==> config.mk <==
export PLATFORM = sky130hd
export DESIGN_NAME = req_arbiter_flat
export DESIGN_NICKNAME = d
export VERILOG_FILES = /design/src/rtl/req_arbiter_if.sv /design/src/rtl/req_arbiter.sv /design/src/flat_wrapper.sv
export SDC_FILE = /design/constraint.sdc
export NUM_CORES = 1
export LEC_CHECK = 0
export CAP_MARGIN = 20
export CORE_MARGIN = 2
export CORE_UTILIZATION = 45
export DETAILED_ROUTE_END_ITERATION = 12
export DONT_BUFFER_PORTS = 1
export GPL_TIMING_DRIVEN = 0
export SETUP_SLACK_MARGIN = 0.1
export SYNTH_ARGS = -nofsm -noshare
export SYNTH_HDL_FRONTEND = slang
export SYNTH_SLANG_ARGS = --single-unit
==> constraint.sdc <==
create_clock -name clk -period 5.3 [get_ports clk]
set_input_delay 1.59 -clock clk [delete_from_list [all_inputs] [get_ports clk]]
set_output_delay 1.59 -clock clk [all_outputs]
set_load 0.03 [all_outputs]
==> src/rtl/req_arbiter_if.sv <==
// Request/grant bundle between 8 requesters and the shared-resource arbiter.
// Handshake: req[i] is a level request; gnt/gnt_id/gnt_valid are registered and hold while the owner keeps req[i] high.
interface req_arbiter_if #(
    parameter int MAX_HOLD = 16
);
    localparam int HW = (MAX_HOLD < 1) ? 1 : $clog2(MAX_HOLD + 1);

    logic [7:0]    req;
    logic          mode;
    logic [7:0]    gnt;
    logic [2:0]    gnt_id;
    logic          gnt_valid;
    logic          expire;
    logic          dbg_state;      // 1 = BUSY
    logic [HW-1:0] dbg_hold_cnt;

    modport master (
        output req, mode,
        input  gnt, gnt_id, gnt_valid, expire, dbg_state, dbg_hold_cnt
    );

    modport slave (
        input  req, mode,
        output gnt, gnt_id, gnt_valid, expire, dbg_state, dbg_hold_cnt
    );
endinterface

==> src/rtl/req_arbiter.sv <==
// 8-way arbiter with fixed-priority or round-robin selection, grant holding
// and an optional hold limit that forces re-arbitration.
module req_arbiter #(
    parameter int MAX_HOLD = 16
) (
    input  logic          clk,
    input  logic          rst,
    req_arbiter_if.slave  bus
);
    localparam int HW = (MAX_HOLD < 1) ? 1 : $clog2(MAX_HOLD + 1);
    localparam logic [HW-1:0] HOLD_LIM = HW'(MAX_HOLD);

    typedef enum logic {IDLE, BUSY} state_t;

    state_t        state;
    logic [2:0]    last_id;
    logic [HW-1:0] hold_cnt;
    logic [7:0]    gnt_r;
    logic [2:0]    gnt_id_r;
    logic          gnt_valid_r;
    logic          expire_r;

    logic [7:0]    cand;
    logic [2:0]    start;
    logic [2:0]    win;
    logic          owner_req;
    logic          hold_ok;

    // Descending search from start with wrap; the later loop iterations
    // override earlier ones, so the bit at start has the highest priority.
    function automatic logic [2:0] pick(input logic [7:0] c, input logic [2:0] s);
        logic [2:0] w;
        logic [2:0] idx;
        w = 3'd0;
        for (int i = 7; i >= 0; i--) begin
            idx = s - 3'(i);
            if (c[idx]) w = idx;
        end
        return w;
    endfunction

    always_comb begin
        owner_req = bus.req[gnt_id_r];
        hold_ok   = (MAX_HOLD == 0) || (hold_cnt < HOLD_LIM);
        cand      = bus.req;
        if (state == BUSY) cand = bus.req & ~(8'b1 << gnt_id_r);
        start     = bus.mode ? (last_id - 3'd1) : 3'd7;
        win       = pick(cand, start);
    end

    always_ff @(posedge clk) begin
        if (rst) begin
            state       <= IDLE;
            last_id     <= 3'd0;
            hold_cnt    <= '0;
            gnt_r       <= 8'd0;
            gnt_id_r    <= 3'd0;
            gnt_valid_r <= 1'b0;
            expire_r    <= 1'b0;
        end else begin
            expire_r <= 1'b0;
            case (state)
                IDLE: begin
                    if (cand != 8'd0) begin
                        state       <= BUSY;
                        gnt_r       <= 8'b1 << win;
                        gnt_id_r    <= win;
                        gnt_valid_r <= 1'b1;
                        last_id     <= win;
                        hold_cnt    <= HW'(1);
                    end
                end
                BUSY: begin
                    if (owner_req && hold_ok) begin
                        if (hold_cnt != '1) hold_cnt <= hold_cnt + 1'b1;
                    end else if (cand != 8'd0) begin
                        // Release or expiry with another requester: direct hand-off.
                        gnt_r    <= 8'b1 << win;
                        gnt_id_r <= win;
                        last_id  <= win;
                        hold_cnt <= HW'(1);
                        expire_r <= owner_req;
                    end else if (owner_req) begin
                        // Expired but nobody else wants it: re-grant the owner.
                        last_id  <= gnt_id_r;
                        hold_cnt <= HW'(1);
                    end else begin
                        state       <= IDLE;
                        gnt_r       <= 8'd0;
                        gnt_id_r    <= 3'd0;
                        gnt_valid_r <= 1'b0;
                        hold_cnt    <= '0;
                    end
                end
                default: state <= IDLE;
            endcase
        end
    end

    assign bus.gnt          = gnt_r;
    assign bus.gnt_id       = gnt_id_r;
    assign bus.gnt_valid    = gnt_valid_r;
    assign bus.expire       = expire_r;
    assign bus.dbg_state    = (state == BUSY);
    assign bus.dbg_hold_cnt = hold_cnt;
endmodule

==> src/flat_wrapper.sv <==
// flat-port wrapper written by rule: the top's interface ports become plain ports
module req_arbiter_flat 
#(
    parameter int MAX_HOLD = 16
)
  (clk, rst, bus_req, bus_mode, bus_gnt, bus_gnt_id, bus_gnt_valid, bus_expire, bus_dbg_state, bus_dbg_hold_cnt);
  req_arbiter_if #(.MAX_HOLD(MAX_HOLD)) bus_i ();
  input  logic clk;
  input  logic rst;
  input wire logic [$bits(bus_i.req)-1:0] bus_req;
  input wire logic [$bits(bus_i.mode)-1:0] bus_mode;
  output wire logic [$bits(bus_i.gnt)-1:0] bus_gnt;
  output wire logic [$bits(bus_i.gnt_id)-1:0] bus_gnt_id;
  output wire logic [$bits(bus_i.gnt_valid)-1:0] bus_gnt_valid;
  output wire logic [$bits(bus_i.expire)-1:0] bus_expire;
  output wire logic [$bits(bus_i.dbg_state)-1:0] bus_dbg_state;
  output wire logic [$bits(bus_i.dbg_hold_cnt)-1:0] bus_dbg_hold_cnt;
  assign bus_i.req = bus_req;
  assign bus_i.mode = bus_mode;
  assign bus_gnt = bus_i.gnt;
  assign bus_gnt_id = bus_i.gnt_id;
  assign bus_gnt_valid = bus_i.gnt_valid;
  assign bus_expire = bus_i.expire;
  assign bus_dbg_state = bus_i.dbg_state;
  assign bus_dbg_hold_cnt = bus_i.dbg_hold_cnt;
  req_arbiter #(.MAX_HOLD(MAX_HOLD)) u_core (.clk(clk), .rst(rst), .bus(bus_i));
endmodule
Yosys cells after proc, flatten, opt, wreduce, memory -nomap -nowiden
Cells that the tools add are included.
{"block": "op_classes", "n_addsub": 9, "mul": 0, "div": 0, "n_lt_le_gt_ge": 10, "n_eq_ne": 8, "n_shift": 2, "mux": 58, "bitwise_logic": 4, "reduce_logical": 7}
{"op": "2-to-1 mux 3 bit", "n": 16}
{"op": "2-to-1 mux 8 bit", "n": 5}
{"op": "< comparator 3 x 4 -> 1 bit (second input constant)", "n": 9}
{"op": "binary-select mux 1 bit (select 3 bit)", "n": 9}
{"op": "2-to-1 mux 5 bit", "n": 4}
{"op": "2-to-1 mux 1 bit", "n": 18}
{"op": "one-hot mux 8 bit (2 select lines)", "n": 1}
{"op": "<< shifter 1 x 3 -> 8 bit (first input constant)", "n": 2}
{"op": "one-hot mux 3 bit (2 select lines)", "n": 2}
{"op": "subtractor 3 bit (second input constant)", "n": 4}
{"op": "one-hot mux 5 bit (2 select lines)", "n": 1}
{"op": "!= test 3 bit (second input constant)", "n": 3}
{"op": "AND 8 bit", "n": 1}
{"op": "NOT 8 bit", "n": 1}
{"op": "nonzero test 8 bit", "n": 1}
{"op": "!= test 2 bit (second input constant)", "n": 3}
{"op": "AND reduction 3 bit", "n": 2}
{"op": "subtractor 3 x 1 -> 3 bit (second input constant)", "n": 2}
{"op": "subtractor 3 x 2 -> 3 bit (second input constant)", "n": 2}
{"op": "adder 5 x 1 -> 5 bit (second input constant)", "n": 1}
{"op": "< comparator 5 bit (second input constant)", "n": 1}
{"op": "!= test 5 bit (second input constant)", "n": 1}
{"op": "one-hot mux 1 bit (2 select lines)", "n": 2}
{"op": "AND reduction 4 bit", "n": 1}
{"op": "5 further kinds", "n": 6}
{"block": "word_totals", "regBits": 22, "latchBits": 0, "mem_bits_rw": 0, "rom_bits": 0, "input_bits": 11, "out_inout_bits": 19, "elab_cells": 105, "memories": 0}

Longest topological paths before layout
Gate-level depths: netlist of the first run.
{"block": "depth", "ltp_word": 18, "depth_mapped": 15, "depth_no_buf": 12}

Worst setup path after synthesis of the first run
No wires, ideal clock.
{"block": "synth_path", "kind": "input to register", "from": "input bus_mode", "to": "register u_core.gnt_r[0] (netlist: u_core.bus.gnt[0])", "setup_ps": 87, "arrival_ps": 4368, "required_ps": 5213, "slack_ps": 845, "path_stages": 13, "path_buffers": 3, "cell_sequence": "buf_2 -> nand2_1 -> buf_6 -> ha_1 -> clkbuf_1 -> inv_1 -> a221oi_1 -> nor2_1 -> a211o_1 -> nand4_2 -> a211oi_2 -> or4_4 -> o31ai_1"}
{"block": "synth_between", "elab_chain_cells": 16, "elab_cells_between_ends": 37, "cone_classes": "add/sub (7); shift (1); mux (29)"}
{"element": "start, declared", "line": "flat_wrapper.sv:11", "rtl": "input wire logic [$bits(bus_i.mode)-1:0] bus_mode;"}
{"element": "2-to-1 mux 3 bit *", "line": "req_arbiter.sv:47", "rtl": "start = bus.mode ? (last_id - 3'd1) : 3'd7;"}
{"element": "subtractor 3 bit", "line": "req_arbiter.sv:36", "rtl": "idx = s - 3'(i);"}
{"element": "binary-select mux 1 bit (select 3 bit)", "line": "req_arbiter.sv:37", "rtl": "if (c[idx]) w = idx;"}
{"element": "2-to-1 mux 1 bit (not written as such)", "line": "req_arbiter.sv:37"}
{"element": "2-to-1 mux 3 bit (7 in a row)", "line": "req_arbiter.sv:37"}
{"element": "2-to-1 mux 3 bit *", "line": "req_arbiter.sv:37"}
{"element": "<< shifter 1 x 3 -> 8 bit *", "line": "req_arbiter.sv:66, req_arbiter.sv:78"}
{"element": "2-to-1 mux 8 bit", "line": "req_arbiter.sv:76", "rtl": "end else if (cand != 8'd0) begin"}
{"element": "2-to-1 mux 8 bit", "line": "req_arbiter.sv:74", "rtl": "if (owner_req && hold_ok) begin"}
{"element": "one-hot mux 8 bit (2 select lines) *", "line": "req_arbiter.sv:62", "rtl": "case (state)"}
{"element": "end signal, assigned", "line": "req_arbiter.sv:66", "rtl": "gnt_r <= 8'b1 << win;"}
{"element": "end signal, assigned", "line": "req_arbiter.sv:78", "rtl": "gnt_r <= 8'b1 << win;"}
{"element": "end, declared", "line": "req_arbiter.sv:18", "rtl": "logic [7:0] gnt_r;"}
Mark *: on every way between the ends. The rest lies on a longest branch, timed or not. The select of a mux whose other input is x is not followed.
A chain may end at the register's enable or synchronous reset.

Worst setup path in the final report of the first run
{"block": "layout_path", "from": "input bus_mode", "to": "register u_core.gnt_r[1] (netlist: u_core.bus.gnt[1])"}
The elaborated chain is that of the path after synthesis.

==> impl_metrics.sql, run 1 <==
INSERT INTO impl_metrics (metric_group, metric, value, unit) VALUES
('place', 'detailedPlacementHpwl', '4340', 'µm'),
('place', 'port_buffers', '0', ''),
('worst_setup_path', 'worst_r2r_path_depth', '15', ''),
('cts', 'worst_skew_pair.late_latency', '260', 'ps'),
('grt', 'global_route.overflow_total', '0', ''),
('cts', 'clock_sinks', '22', ''),
('finish', 'layout.cells.most_common', 'sky130_fd_sc_hd__nand2_1', ''),
('sta', 'max_freq', '0.206', 'GHz'),
('worst_setup_path', 'critPathLaunchType', 'input pin', ''),
('yosys', 'fraction_of_registers_with_async_set_or_reset_after_synthesis', '0', '%'),
('yosys', 'synth_warnings', '0', ''),
('yosys', 'synth-main-ff-cell', 'sky130_fd_sc_hd__dfxtp_1', ''),
('cts', 'holdBufCountCts', '0', ''),
('grt', 'maximum_number_of_pins_on_one_net_before_global_route_repair', '13', ''),
('sta', 'final_max_slew_viols', '0', ''),
('sta', 'actual_transition_at_the_worst_max_transition_pin', '659', 'ps'),
('cts', 'cts-htree-levels', '1', ''),
('worst_setup_path', 'critPathArrivalTime', '5030', 'ps'),
('routing', 'detailedRoute.firstPassIterationCount', '4', ''),
('place', 'place_ws', '183', 'ps'),
('worst_setup_path', 'timing.critical_path.fanout_max', '10', ''),
('power', 'total_power', '0.00154', 'W'),
('yosys', 'synth.avg_cell_area', '8.45', 'µm²'),
('worst_setup_path', 'worst_setup_path_end_kind', 'register', ''),
('sta', 'period_share', '91.6', '%'),
('finish', 'layout.nets', '274', ''),
('finish', 'area_growth_syn_to_layout', '5.74', '%'),
('min_path', 'min-delay-path-class', 'reg -> reg', ''),
('routing', 'drt-wirelength-per-cell', '17.9', 'µm'),
('sta', 'fin_worst_hold_slack', '500', 'ps'),
('yosys', 'synthesis.area', '2140', 'µm²'),
('cts', 'tritoncts', 'built', ''),
('worst_setup_path', 'critPathRequiredTime', '5480', 'ps'),
('worst_setup_path', 'flop2flop_setup_slack', '890', 'ps'),
('grt', 'grt_first_pass_wirelength', '9200', 'µm'),
('yosys', 'synth_sequential_area_ratio', '20.6', '%'),
('power', 'power.switching_fraction', '52.5', '%'),
('yosys', 'postSynthRegisterBits', '22', ''),
('floorplan', 'floorplan.io_pins', '30', ''),
('floorplan', 'rows', '25', ''),
('routing', 'routed_via_density', '6.41', ''),
('sta', 'finalHoldViolations', '0', ''),
('floorplan', 'initial_core_util', '45.9', '%'),
('sta', 'setup_ws', '444', 'ps'),
('routing', 'wirelength', '5560', 'µm'),
('cts', 'clock_root_buffer', 'sky130_fd_sc_hd__clkbuf_8', ''),
('routing', 'detailedRoute.firstIterationViolations', '152', ''),
('floorplan', 'die-height', '72.9', 'µm'),
('finish', 'n_antenna_cell', '0', ''),
('min_path', 'min-delay-start', 'u_core.last_id[1]', ''),
('power', 'powerDensity', '684', 'nW/µm²'),
('sta', 'timing.final.setup_violations', '0', ''),
('floorplan', 'fp.dieW', '72.9', 'µm'),
('cts', 'cts_post_setup_buffers_inserted', '0', ''),
('floorplan', 'floorplan.core_area', '4660', 'µm²'),
('yosys', 'synth.lib_cells_used.distinct', '67', ''),
('grt', 'antenna_found_initial', '0', ''),
('cts', 'clkTransAtPathRegs', '80', 'ps'),
('yosys', 'synthCells', '253', ''),
('min_path', 'capture_endpoint_of_the_worst_hold_path', 'u_core.last_id[1]', ''),
('finish', 'post_route_cells_drive_above_1_share', '16.0', '%'),
('finish', 'postLayoutCoreUtil', '48.5', '%'),
('run_status', 'outcome', 'finished clean', ''),
('power', 'static-leakage-power', '0.889', 'nW'),
('sta', 'layout_min_cycle_time', '4860', 'ps'),
('min_path', 'min_delay_path_depth', '2', ''),
('place', 'placer_congestion_estimate', '0.884', ''),
('cts', 'cts_repair_resize_count', '0', ''),
('sta', 'setup_total_negative_slack', '0', 'ps'),
('yosys', 'net_count_of_the_mapped_netlist', '269', ''),
('finish', 'final.fill_count', '453', '');
[layer usage]
layer / vias to the layer above / global-route usage, % / part of all wire (%)
met2: 60 / 34.2 / 47
met1: 940 / 31.4 / 46
li1: 987 / - / -
met4: 0 / 4.94 / 1.2
met3: 8 / 2.35 / 5.5
met5: - / 0 / 0
[critical path, stage by stage]
cell	delay [ps]
sky130_fd_sc_hd__buf_2	180
sky130_fd_sc_hd__nand2_1	240
sky130_fd_sc_hd__buf_6	240
sky130_fd_sc_hd__ha_1	330
sky130_fd_sc_hd__clkbuf_1	420
sky130_fd_sc_hd__inv_1	170
sky130_fd_sc_hd__a221oi_1	360
sky130_fd_sc_hd__nor2_1	160
sky130_fd_sc_hd__a221o_1	340
sky130_fd_sc_hd__nand4_2	90
sky130_fd_sc_hd__a211oi_2	120
sky130_fd_sc_hd__or4_4	580
sky130_fd_sc_hd__o31ai_1	200
[power by group through the flow]
stage | sequential [W] | clock (W) | combinational (W)
after floorplan | 0.000317 | 0 | 0.000882
after global placement | 0.000328 | 0 | 0.00109
after detailed placement | 0.000328 | 0 | 0.00109
after CTS | 0.000324 | 0.000121 | 0.00110
after global routing | 0.000331 | 0.000129 | 0.00121
final | 0.000322 | 0.000117 | 0.00111
[sequential cells by signal, indices dropped and copies added (netlist names)]
register	count
u_core.bus.dbg_hold_cnt	5
u_core.bus.dbg_state	1
u_core.bus.expire	1
u_core.bus.gnt	8
u_core.bus.gnt_id	3
u_core.bus.gnt_valid	1
u_core.last_id	3
[area by class of cell]
cell class,instances,area (µm²),share of cell area [%]
multi-input cells,207,1570,69.7
inverters,10,37.5,1.66
clock buffers,4,55.1,2.44
plain buffers,14,85.1,3.77
well taps,54,67.6,2.99
flip-flops and latches,22,440,19.5
[synth_stat cells, types with 4 or more instances]
library cell / n / area share (%)
sky130_fd_sc_hd__o2111ai_1: 6 / 2.5
sky130_fd_sc_hd__mux4_2: 4 / 4.2
sky130_fd_sc_hd__clkbuf_1: 6 / 1.1
sky130_fd_sc_hd__and3_1: 7 / 2.0
sky130_fd_sc_hd__a21boi_0: 8 / 2.8
sky130_fd_sc_hd__and2_1: 4 / 1.2
sky130_fd_sc_hd__dfxtp_1: 22 / 21
sky130_fd_sc_hd__nand2_1: 30 / 5.3
sky130_fd_sc_hd__nor2_1: 19 / 3.3
sky130_fd_sc_hd__mux2_2: 6 / 3.2
sky130_fd_sc_hd__inv_1: 10 / 1.8
sky130_fd_sc_hd__a32oi_1: 4 / 1.6
sky130_fd_sc_hd__nand4_1: 6 / 1.8
sky130_fd_sc_hd__a211oi_1: 5 / 1.8
sky130_fd_sc_hd__mux2i_1: 6 / 2.8
sky130_fd_sc_hd__ha_1: 5 / 2.9
sky130_fd_sc_hd__o31ai_1: 8 / 2.8
sky130_fd_sc_hd__o21ai_0: 5 / 1.2
sky130_fd_sc_hd__a21oi_1: 8 / 1.9
sky130_fd_sc_hd__nand3_1: 7 / 1.6
[worst max-delay path by stage]
| stage | startpoint | endpoint | slack, ps | cells after the start |
|---|---|---|---|---|
| 2_1_floorplan | bus_mode | u_core.bus.gnt[0] | 840 | 13 |
| 3_3_place_gp | bus_mode | u_core.bus.gnt[2] | 210 | 13 |
| 3_5_place_dp | bus_mode | u_core.bus.gnt[1] | 180 | 13 |
| 4_1_cts | bus_mode | u_core.bus.gnt[1] | 470 | 13 |
| 5_1_grt | bus_mode | u_core.bus.gnt[0] | 210 | 13 |
| 6_report | bus_mode | u_core.bus.gnt[1] | 440 | 13 |
[logic make-up after synthesis]
logic type | after synthesis | synth area share (%)
and+or+nand+nor | 102 | 26.6
AOI/OAI and AO/OA | 76 | 28.0
buffers and inverters | 24 | 5.74
DFF | 22 | 20.6
muxes | 20 | 14.1
adders and majority gates | 5 | 2.93
xor gates and xnor gates | 4 | 1.99
[metrics by stage]
stage	std cells	instance area [µm²]
after floorplan	253	2140
after global placement	307	2200
after detailed placement	307	2200
after CTS	311	2260
after global routing	311	2260
final	311	2260
No activity file was read; power rests on OpenSTA's default activity.
==> inputs of run 2 (changes only) <==
CAP_MARGIN = unset   (was 20)
clock period = 5.43 ns   (was 5.3 ns; I/O delays follow)
==> results of run 2 <==
Same layout as run 1 (identical final DEF). Status: finished clean.
Among the figures that moved: setup slack after placement 183 ps -> 274 ps; setup slack after layout 444 ps -> 535 ps; register-to-register setup slack 890 ps -> 1020 ps; total power 0.00154 W -> 0.00151 W; worst IR drop on VDD 0.284 mV -> 0.278 mV
